===== src/rtl/alu_pkg.sv =====
// -----------------------------------------------------------------------------
// alu_pkg
// Shared constants and types for the RV32I integer ALU slice.
//   XLEN_DEFAULT   : default operand/result width
//   OP_IMM, OP     : RV32I major opcodes handled by the ALU
//   funct3_e       : funct3 encodings of the integer register/immediate group
//   shift_mode_e   : barrel shifter operating modes
//   bit_reverse32  : helper used to build a left shift from a right shifter
// -----------------------------------------------------------------------------
package alu_pkg;

  localparam int XLEN_DEFAULT = 32;

  localparam logic [6:0] OP_IMM = 7'b0010011;
  localparam logic [6:0] OP     = 7'b0110011;

  typedef enum logic [2:0] {
    F3_ADD  = 3'b000,
    F3_SLL  = 3'b001,
    F3_SLT  = 3'b010,
    F3_SLTU = 3'b011,
    F3_XOR  = 3'b100,
    F3_SR   = 3'b101,
    F3_OR   = 3'b110,
    F3_AND  = 3'b111
  } funct3_e;

  typedef enum logic [1:0] {
    SHIFT_SLL = 2'b00,
    SHIFT_SRL = 2'b01,
    SHIFT_SRA = 2'b10
  } shift_mode_e;

  function automatic logic [31:0] bit_reverse32(input logic [31:0] v);
    logic [31:0] r;
    for (int i = 0; i < 32; i++) begin
      r[i] = v[31-i];
    end
    return r;
  endfunction

endpackage


===== src/rtl/alu_if.sv =====
// -----------------------------------------------------------------------------
// alu_if
// Instruction/operand bus into the ALU and registered result back out.
//   opcode  : RV32I major opcode
//   funct3  : RV32I funct3 field
//   modbit  : instruction bit 30 (SUB / SRA select)
//   imm     : sign-extended I-type immediate
//   rs1/rs2 : source operands
//   rd      : registered result
//   comp    : registered completion flag for rd
// Modports: master drives the instruction side, slave is the ALU.
// -----------------------------------------------------------------------------
interface alu_if #(
  parameter int XLEN = alu_pkg::XLEN_DEFAULT
);

  logic [6:0]      opcode;
  logic [2:0]      funct3;
  logic            modbit;
  logic [XLEN-1:0] imm;
  logic [XLEN-1:0] rs1;
  logic [XLEN-1:0] rs2;
  logic [XLEN-1:0] rd;
  logic            comp;

  modport master (
    output opcode,
    output funct3,
    output modbit,
    output imm,
    output rs1,
    output rs2,
    input  rd,
    input  comp
  );

  modport slave (
    input  opcode,
    input  funct3,
    input  modbit,
    input  imm,
    input  rs1,
    input  rs2,
    output rd,
    output comp
  );

endinterface


===== src/rtl/alu_shifter.sv =====
// -----------------------------------------------------------------------------
// alu_shifter
// 32-bit five-stage logarithmic barrel shifter.
//   a     : value to shift
//   shamt : shift amount (0..31)
//   mode  : SHIFT_SLL, SHIFT_SRL or SHIFT_SRA
//   y     : shifted result
// Only a right shifter is built; left shifts reverse the bit order on the
// way in and out, so one set of stage muxes serves all three modes.
// -----------------------------------------------------------------------------
module alu_shifter
  import alu_pkg::*;
(
  input  logic [31:0] a,
  input  logic [4:0]  shamt,
  input  shift_mode_e mode,
  output logic [31:0] y
);

  logic        fill;
  logic [31:0] stage [0:5];

  // Only an arithmetic right shift fills with the sign bit.
  assign fill     = (mode == SHIFT_SRA) ? a[31] : 1'b0;
  assign stage[0] = (mode == SHIFT_SLL) ? bit_reverse32(a) : a;

  for (genvar g = 0; g < 5; g++) begin : g_stage
    localparam int DIST = 1 << g;
    assign stage[g+1] = shamt[g] ? {{DIST{fill}}, stage[g][31:DIST]} : stage[g];
  end

  assign y = (mode == SHIFT_SLL) ? bit_reverse32(stage[5]) : stage[5];

endmodule


===== src/rtl/alu.sv =====
// -----------------------------------------------------------------------------
// alu
// RV32I integer ALU with a single registered result stage.
//   clk   : sole clock, rising edge
//   reset : asynchronous, active-high; clears rd and comp immediately
//   bus   : alu_if slave modport (instruction/operands in, rd/comp out)
// Inputs are sampled every rising edge. A valid OP/OP-IMM opcode loads rd
// and raises comp; any other opcode holds rd and drops comp, so comp always
// describes the most recent edge only.
// -----------------------------------------------------------------------------
module alu
  import alu_pkg::*;
#(
  parameter int XLEN = XLEN_DEFAULT
) (
  input  logic clk,
  input  logic reset,
  alu_if.slave bus
);

  logic            is_op;
  logic            is_op_imm;
  logic            valid;
  logic [XLEN-1:0] op_a;
  logic [XLEN-1:0] op_b;
  logic [XLEN-1:0] result;
  logic [XLEN-1:0] shift_y;
  shift_mode_e     shift_mode;
  funct3_e         f3;
  logic [XLEN-1:0] rd_q;
  logic            comp_q;

  assign is_op     = (bus.opcode == OP);
  assign is_op_imm = (bus.opcode == OP_IMM);
  assign valid     = is_op | is_op_imm;

  assign op_a = bus.rs1;
  assign op_b = is_op_imm ? bus.imm : bus.rs2;
  assign f3   = funct3_e'(bus.funct3);

  always_comb begin
    shift_mode = SHIFT_SLL;
    if (f3 == F3_SR) begin
      shift_mode = bus.modbit ? SHIFT_SRA : SHIFT_SRL;
    end
  end

  // For immediates, bit 30 belongs to the immediate itself (SRAI aside), so
  // modbit only selects subtraction for register-register ops.
  alu_shifter u_shifter (
    .a     (op_a),
    .shamt (op_b[4:0]),
    .mode  (shift_mode),
    .y     (shift_y)
  );

  always_comb begin
    result = '0;
    unique case (f3)
      F3_ADD:  result = (is_op && bus.modbit) ? (op_a - op_b) : (op_a + op_b);
      F3_SLL:  result = shift_y;
      F3_SLT:  result = {{(XLEN-1){1'b0}}, ($signed(op_a) < $signed(op_b))};
      F3_SLTU: result = {{(XLEN-1){1'b0}}, (op_a < op_b)};
      F3_XOR:  result = op_a ^ op_b;
      F3_SR:   result = shift_y;
      F3_OR:   result = op_a | op_b;
      F3_AND:  result = op_a & op_b;
      default: result = '0;
    endcase
  end

  always_ff @(posedge clk or posedge reset) begin
    if (reset) begin
      rd_q   <= '0;
      comp_q <= 1'b0;
    end else begin
      comp_q <= valid;
      if (valid) begin
        rd_q <= result;
      end
    end
  end

  assign bus.rd   = rd_q;
  assign bus.comp = comp_q;

endmodule


===== src/flat_wrapper.sv =====
// flat-port wrapper written by rule: the top's interface ports become plain ports
module alu_flat import alu_pkg::*;
#(
  parameter int XLEN = XLEN_DEFAULT
)
  (clk, reset, bus_opcode, bus_funct3, bus_modbit, bus_imm, bus_rs1, bus_rs2, bus_rd, bus_comp);
  alu_if #(.XLEN(XLEN)) bus_i ();
  input  logic clk;
  input  logic reset;
  input wire logic [$bits(bus_i.opcode)-1:0] bus_opcode;
  input wire logic [$bits(bus_i.funct3)-1:0] bus_funct3;
  input wire logic [$bits(bus_i.modbit)-1:0] bus_modbit;
  input wire logic [$bits(bus_i.imm)-1:0] bus_imm;
  input wire logic [$bits(bus_i.rs1)-1:0] bus_rs1;
  input wire logic [$bits(bus_i.rs2)-1:0] bus_rs2;
  output wire logic [$bits(bus_i.rd)-1:0] bus_rd;
  output wire logic [$bits(bus_i.comp)-1:0] bus_comp;
  assign bus_i.opcode = bus_opcode;
  assign bus_i.funct3 = bus_funct3;
  assign bus_i.modbit = bus_modbit;
  assign bus_i.imm = bus_imm;
  assign bus_i.rs1 = bus_rs1;
  assign bus_i.rs2 = bus_rs2;
  assign bus_rd = bus_i.rd;
  assign bus_comp = bus_i.comp;
  alu #(.XLEN(XLEN)) u_core (.clk(clk), .reset(reset), .bus(bus_i));
endmodule

===== config.mk =====
export PLATFORM = sky130hd
export DESIGN_NAME = alu_flat
export DESIGN_NICKNAME = d
export VERILOG_FILES = /design/src/rtl/alu_pkg.sv /design/src/rtl/alu_if.sv /design/src/rtl/alu_shifter.sv /design/src/rtl/alu.sv /design/src/flat_wrapper.sv
export SDC_FILE = /design/constraint.sdc
export NUM_CORES = 1
export LEC_CHECK = 0
export ABC_AREA = 1
export BUFFER_PORTS_ARGS = -buffer_cell sky130_fd_sc_hd__buf_2
export CAP_MARGIN = 20
export CORE_MARGIN = 5
export CORE_UTILIZATION = 40
export DETAILED_ROUTE_END_ITERATION = 12
export PLACE_DENSITY = 0.7
export SETUP_SLACK_MARGIN = 0.15
export SYNTH_ARGS = -nofsm -noshare
export SYNTH_HDL_FRONTEND = slang
export SYNTH_SLANG_ARGS = --single-unit

===== constraint.sdc =====
create_clock -name clk -period 0.8 [get_ports clk]
set_input_delay 0 -clock clk [delete_from_list [all_inputs] [get_ports clk]]
set_output_delay 0 -clock clk [all_outputs]
set_load 0.01 [all_outputs]

Yosys cells after proc, flatten, opt, wreduce, memory -nomap -nowiden
Index checks and enable logic that the tools add are counted.
{ "totals": {"register_bits": 33, "in_bits": 109, "out_inout_bits": 33, "wordCells": 37} }
{ "classes": {"addsub": 2, "n_lt_le_gt_ge": 2, "n_eq_ne": 10, "mux": 13, "bitwise_logic": 4, "reduce_logical": 4} }
{ "op_table": {"columns": ["cell", "count"], "rows": [
  ["32-bit two-way mux", 9],
  ["32-bit case mux with 7 select lines", 1],
  ["32-bit < comparator", 2],
  ["32-bit adder", 1],
  ["32-bit bitwise AND", 1],
  ["32-bit OR", 1],
  ["32-bit subtractor", 1],
  ["32-bit XOR", 1],
  ["3-bit equality test (second input constant)", 4],
  ["7-bit by 5-bit equality test with 1-bit output (second input constant)", 1],
  ["7-bit by 6-bit equality test with 1-bit output (second input constant)", 1],
  ["3-bit by 2-bit equality test with 1-bit output (second input constant)", 2],
  ["2-bit two-way mux", 2],
  ["3-bit by 1-bit equality test with 1-bit output (second input constant)", 1],
  ["3-bit zero test", 1],
  ["2-bit equality test (second input constant)", 1],
  ["2-bit zero test", 1],
  ["2-bit OR reduction", 1],
  ["1-bit logical AND", 1],
  ["1-bit two-way mux", 1],
  ["1-bit OR", 1]
]} }

Longest topological paths before layout
Gate-level depths: netlist (run 1).
{ "logic_depth": {"depth_word": 11, "depth_mapped": 27} }

Modules after synthesis
Synthesis (run 1) repeated with hierarchy kept, for this count alone.
{ "hier_totals": {"hier_cells": 1892, "hier_area_um2": 10055.9} }
{ "by_module_without_submodules": {"columns": ["module", "n_inst", "cells_per_inst", "area_each_um2", "seq_area_each_um2"], "rows": [
  ["alu", 1, 1297, 7399.6, 825.8],
  ["alu_shifter", 1, 595, 2656.3, 0.0]
]} }

Worst setup path before layout (run 1)
Ideal clock, no wire load.
{ "synth_path": {"kind": "input to register", "from": "input port bus_opcode[6]", "to": "register u_core.rd_q[26], in the netlist u_core.bus.rd[26]", "setup_ps": 78, "arrival_ps": 2858, "setup_slack_ps": -2136, "cell_stages": 24, "n_path_buf": 4, "path_cell_list": "inv_1 -> nand2_2 -> nor2_4 -> nand2_4 -> buf_6 -> clkbuf_1 -> clkbuf_1 -> nand2_1 -> o21ai_0 -> inv_1 -> ha_1 -> clkbuf_1 -> nand2_1 -> nor2_1 -> inv_1 -> nor3_1 -> nand2_1 -> o21ai_0 -> a21oi_1 -> xor2_1 -> nand2_1 -> nand2_1 -> nand2_1 -> a21boi_1"} }
{ "synth_between": {"elab_chain_cells": 9, "word_cells_on_any_way": 18, "cone_classes": "add/sub (2); eq/ne (2); mux (9); bitwise (4); reduce/logical (1)"} }
{ "synth_lines": {"columns": ["element", "line", "text"], "rows": [
  ["start, declared", "flat_wrapper.sv:10", "input wire logic [$bits(bus_i.opcode)-1:0] bus_opcode;"],
  ["branches (longest 9 deep; another with 32-bit adder)", null, null],
  ["end signal, assigned", "alu.sv:79", "rd_q <= result;"],
  ["end, declared", "alu.sv:30", "logic [XLEN-1:0] rd_q;"]
]} }
Several ways; the timed one is not identified.
A chain may end at the register's enable or synchronous reset.

Worst setup path after layout (run 1)
{ "layout_path": {"from": "input port bus_opcode[3]", "to": "register u_core.rd_q[31], in the netlist u_core.bus.rd[31]"} }
Same word-level chain as after synthesis.

==> flow_summary.ini, run 1 <==
[worst_setup_path]
end_kind = flip-flop
cp_max_fo = 12
arrival_ns = 2.93
startpoint_type = primary input
crit_type = in2reg
cp_data_required_time_ns = 1.01

[detailed_routing]
num_vias = 15700
drt_iter0_markers = 2183
antenna_left = 0
drt_pass1_iterations = 7
wl_per_cell_um = 21.8
wl_um = 59100
drcViolationCount = 0
viasPerCell = 5.78

[clock_network]
cts_tree = yes
cts-root-buf = clkbuf_16
htree_num_levels = 2
clock_latency_ns = 0.29
cts_buffers = 5
clk_pin_slew_ns = 0.07
clock_sinks = 33
cts_max_path_buffers = 2

[run_status]
violations = hold timing, setup timing
status = finished, violations left

[floorplan]
design.die.area_um2 = 27700
floorplan.rows = 57
initial_core_util_pct = 40.5
dieHeight_um = 166
ios = 142
core_um2 = 24200
chipWidth_um = 166

[logic_synthesis]
syn_avg_cell_area_um2 = 5.40
synthCells = 1812
synth_warnings = 0
ys_seq_area_share_pct = 8.44
synth-xor-area-share_pct = 0.806
syn_nets = 2006
synth-compound-area-share_pct = 18.8
synth_mux_area_share_pct = 0
yosys_register_bits = 33
syn-cell-area_um2 = 9780
synthSimpleGateAreaFrac_pct = 47.3
synth_top_family_by_area = simple AND/OR/NAND/NOR gates
synthAdderAreaFrac_pct = 11.0
ys_types = 50

[power_and_ir_drop]
p_seq_share_pct = 13.4
power_frac_clock_pct = 11.7
p_per_area_nw_per_um2 = 1010
p_leak_uw = 0.00889
p_sw_share_pct = 47.7
power_switching_uw = 8090
pwr-share-comb_pct = 75.0
intPower_uw = 8880
max-vdd-ir-drop_v = 0.000887

[timing]
worst_slack_ns = -1.92
slew_viol_final = 0
worst_slew_pin_slew_ns = 0.588
hold-worst-slack_ns = -0.331
slew_headroom_pct = 60.8
rsz0062_at_grt = yes
setup_tns_ns = -57.25
fin_crit_sh_pct = 340
hold_violations = 33
clock.fmax_mhz = 367
period_minus_slack_ns = 2.72
setup_viol = 50
skew_ns = 0

[place]
dpl_cell_area_um2 = 14400
port-buffer-count = 141
hpwl_um = 46500
place.gp.congestion = 1.06

[global_route]
grt_pass1_vias = 14500
antenna_found_initial = 1
grt_overflow = 0
grt.total_usage_pct = 38.5
grt_max_degree = 35
grt_pass1_wl_um = 84200

[final_layout]
syn2layout_area_growth_pct = 72.3
n_antenna_cell = 0
final_area_um2 = 16900
layout.nets = 2581
final_cell_mix = 450 x buf_4, 406 x nand2_1, 273 x nand3_1
drive_above_1_share_pct = 44.3
layout_commonest_cell = buf_4

[worst_hold_path]
hp-class = in2async

[job]
cap_violations = 0
==> power by group through the flow <==
stage / clock (uW) / combinational, uW / sequential, uW
final: 1980 / 12700 / 2270
after global routing: 2020 / 13500 / 2310
after CTS: 1970 / 11500 / 2260
after detailed placement: 0 / 10300 / 2260
after global placement: 0 / 10200 / 2250
after floorplan: 0 / 4930 / 2420
==> flip-flops by register name (all words and copies together) (netlist names) <==
signal and cells:
u_core.bus.rd 32, u_core.bus.comp 1
==> critical path: stages <==
cell and delay [ns]:
buf_12 0.11, inv_12 0.04, nand2_4 0.05, nor2_4 0.17
nand2_4 0.16, clkbuf_16 0.23, nand2_1 0.08, o21ai_2 0.07
ha_1 0.35, nand2_1 0.15, inv_1 0.14, nand3_2 0.11
o21ai_4 0.26, buf_4 0.15, nand4_1 0.16, o211ai_1 0.15
nand3_1 0.12, nand3_2 0.08, nand2_1 0.05, nand2_1 0.05
nand3_1 0.06, a21oi_1 0.17
==> what timing repair did <==
action	CTS	global route
endpoints found under the setup margin	66	66
endpoints found under the hold margin	33	15
pin swaps	60	99
gates resized for setup	256	196
buffers inserted	23	15
cloned	3	5
==> metal layers <==
metal	wire length (um)	GRT usage, %	part of all wire (%)
met1	23100	51.7	39
met2	25400	60.9	43
met3	6530	5.55	11
met4	4110	18.4	6.9
met5	15	0	0.025
==> final cells by class <==
cell class | count | area [um^2]
fill | 2093 | 7320
timing repair buffer | 650 | 5160
inverter | 254 | 1010
sequential | 33 | 826
multi-input combinational | 1443 | 9320
tap | 324 | 405
clock buffer | 6 | 129
clock inverter | 2 | 10.0
==> stage by stage <==
| stage | power, uW | util [%] | setup WS (ns) | instances |
|---|---|---|---|---|
| CTS | 15700 | 65.6 | -1.71 | 2692 |
| global route | 17800 | 69.7 | -2.06 | 2712 |
| detailed placement | 12600 | 59.6 | -2.63 | 2658 |
| floorplan | 7340 | - | -1.78 | 1812 |
| global placement | 12500 | 59.6 | -2.59 | 2658 |
| finish | 17000 | 69.7 | -1.92 | 2712 |
==> synthesized netlist by cell type, drive strengths merged <==
cell	instances	area (um^2)
a21boi	17	128
fa	1	20.0
nor4	4	25.0
dfrtp	33	826
o211a	1	10.0
nand3b	8	60.1
a221oi	19	166
clkinv	2	7.51
nand4	7	43.8
buf	38	223
nand3	333	1740
o22ai	3	18.8
xor2	9	78.8
o21a	4	30.0
o221ai	6	52.6
a211oi	7	52.6
o21bai	3	22.5
o31ai	2	15.0
o22a	1	8.76
o211ai	9	67.6
a21o	2	15.0
and2	2	12.5
nor3	15	80.1
a22o	1	8.76
or2	21	131
and3	1	6.26
inv	252	946
nand2	499	1980
nor2	138	551
a31oi	1	6.26
o21ai	144	724
ha	84	1050
o311ai	2	17.5
a21oi	99	495
clkbuf	44	165
==> cells by family after synthesis <==
family,after synthesis
buffers and inverters,336
adders and majority gates,85
AOI/OAI and AO/OA,321
and+or+nand+nor,1028
DFF,33
xor gates and xnor gates,9
==> final timing paths <==
check	start	to	slack, ns	cells past startpoint
setup / recovery	bus_opcode[3]	u_core.bus.rd[31]	-1.92	22
hold / removal	reset	u_core.bus.rd[19]	-0.33	2
setup reg to reg	u_core.bus.rd[21]	u_core.bus.rd[21]	-0.18	2
hold reg to reg	u_core.bus.rd[11]	u_core.bus.rd[11]	0.48	2
max in group asynchronous	reset	u_core.bus.rd[3]	0.70	3
min in group clk	bus_opcode[4]	u_core.bus.comp	0.23	4
Note: power is estimated with default switching activity, not from simulation.
==> inputs of run 2 (changes only) <==
Settings changed: RECOVER_POWER set to 100.
==> run 2 against run 1 <==
  * The flow still finishes with violations (hold timing, setup timing)
  * Combinational power about the same
  * Total power shrank 0.11%
  * Register-to-register slack hardly changed
  * Critical endpoint unchanged
  * Non-clock buffer count unchanged
  * Sequential power barely moved
  * First-iteration DRC count unchanged
  * Cell area hardly changed
  * Sequential share of layout area hardly changed
  * Final cell count about the same
  * Setup slack worse by 0.0016 ns
  * Global-route usage unchanged
==> flow_summary.ini, run 2 (synthesized netlist as in run 1, its figures left out) <==
[run_status]
status = finished, violations left
violations = hold timing, setup timing

[timing]
skew_ns = 0
worst_slack_ns = -1.92
setup_viol = 49
slew_viol_final = 0
fin_crit_sh_pct = 340
hold_violations = 10
setup_tns_ns = -57.13
rsz0062_at_grt = yes
hold-worst-slack_ns = -0.272
clock.fmax_mhz = 367
period_minus_slack_ns = 2.72
worst_slew_pin_slew_ns = 0.588
slew_headroom_pct = 60.8

[power_and_ir_drop]
p_per_area_nw_per_um2 = 1010
p_leak_uw = 0.00888
max-vdd-ir-drop_v = 0.000886

[global_route]
grt_pass1_vias = 14500
use_met3_pct = 5.55
grt_max_degree = 35
grt_util_met2_pct = 60.9
antenna_found_initial = 1
grt.total_usage_pct = 38.5
met1_usage_pct = 51.7
grt_pass1_wl_um = 84200
grt_overflow = 0
grt_busiest_layer = met2

[detailed_routing]
antenna_left = 0
wl_um = 59100
drcViolationCount = 0
drt_pass1_iterations = 6
viasPerCell = 5.78
num_vias = 15700
wl_per_cell_um = 21.8
drt_iter0_markers = 2183

[place]
place.gp.congestion = 1.06
dp.cells = 2658
port-buffer-count = 141
hpwl_um = 46500

[worst_setup_path]
end_kind = flip-flop
crit_type = in2reg
arrival_ns = 2.93
rrSetupSlack_ns = -0.17
cp_max_fo = 12
cp-startpoint = bus_opcode[3]
reg2reg_from = u_core.bus.rd[21]
cp_data_required_time_ns = 1.00
startpoint_type = primary input

[final_layout]
drive_above_1_share_pct = 44.3
final_cells = 2713
largest_reg_flops = 32
syn2layout_area_growth_pct = 72.2
fillers = 2097
final_cell_mix = 450 x buf_4, 406 x nand2_1, 273 x nand3_1
layout_commonest_cell = buf_4
layout.nets = 2581

[floorplan]
dieHeight_um = 166
floorplan.rows = 57
initial_core_util_pct = 40.5
chipWidth_um = 166
design.die.area_um2 = 27700
core_um2 = 24200
ios = 142

[clock_network]
cts_tree = yes
htree_num_levels = 2
cts-root-buf = clkbuf_16
cts_max_path_buffers = 2
cts_buffers = 5
clock_latency_ns = 0.29
clk_pin_slew_ns = 0.06
clock_sinks = 33

[job]
cap_violations = 0

[worst_hold_path]
hp-class = in2async
==> run 2: cell types whose count changed in the layout (fill, tap and decap cells not counted), sizes merged <==
cell    delta
clkbuf     +2
diode      +1
buf        -2
==> run 2: final cells by class <==
type	count	area (um^2)	area share [%]
Sequential cell	33	826	4.90
Multi-Input combinational cell	1443	9320	55.3
Tap cell	324	405	2.41
Clock buffer	6	129	0.765
Clock inverter	2	10.0	0.0594
Inverter	254	1000	5.96
Timing Repair Buffer	650	5150	30.6
Antenna cell	1	2.50	0.0149
==> run 2: timing repair <==
action	in CTS	in global routing
pin swaps	60	99
endpoints found under the setup margin	66	66
setup buffers	23	15
gates resized for setup	256	196
endpoints found under the hold margin	33	15
cloned	3	5
==> run 2: worst paths after layout <==
check,endpoint,cells past startpoint
min,u_core.bus.rd[19],2
max in group asynchronous,u_core.bus.rd[3],3
min in group clk,u_core.bus.comp,4
min reg2reg,u_core.bus.rd[11],2
max,u_core.bus.rd[31],22
max reg2reg,u_core.bus.rd[21],2
==> run 2: critical path: stages <==
cell and delay [ns]:
buf_12 0.11, inv_12 0.04, nand2_4 0.05, nor2_4 0.17, nand2_4 0.16, clkbuf_16 0.23
nand2_1 0.08, o21ai_2 0.07, ha_1 0.35, nand2_1 0.15, inv_1 0.14, nand3_2 0.11
o21ai_4 0.26, buf_4 0.15, nand4_1 0.16, o211ai_1 0.15, nand3_1 0.12, nand3_2 0.08
nand2_1 0.05, nand2_1 0.05, nand3_1 0.06, a21oi_1 0.17
==> run 2: stage by stage <==
step / power (uW) / area (um^2) / util (%) / worst slack [ns]
finish: 17000 / 16800 / 69.7 / -1.92
CTS: 15700 / 15900 / 65.6 / -1.71
global route: 17800 / 16800 / 69.6 / -2.06
detailed placement: 12600 / 14400 / 59.6 / -2.63
global placement: 12500 / 14400 / 59.6 / -2.59
floorplan: 7340 / 10100 / - / -1.78
==> run 2: routing by layer <==
metal | share of wire (%) | wire length (um) | vias to the layer above
met5 | 0.025 | 15 | -
met4 | 6.7 | 3970 | 2
met3 | 11 | 6520 | 247
met2 | 43 | 25600 | 1028
met1 | 39 | 23100 | 7270
li1 | - | - | 7138
==> run 2: report_power, final <==
| group | internal, uW | total [uW] | switching [uW] |
|---|---|---|---|
| combinational | 5690 | 12700 | 7030 |
| clock | 1150 | 1970 | 820 |
| sequential | 2040 | 2270 | 229 |
| total | 8880 | 17000 | 8080 |
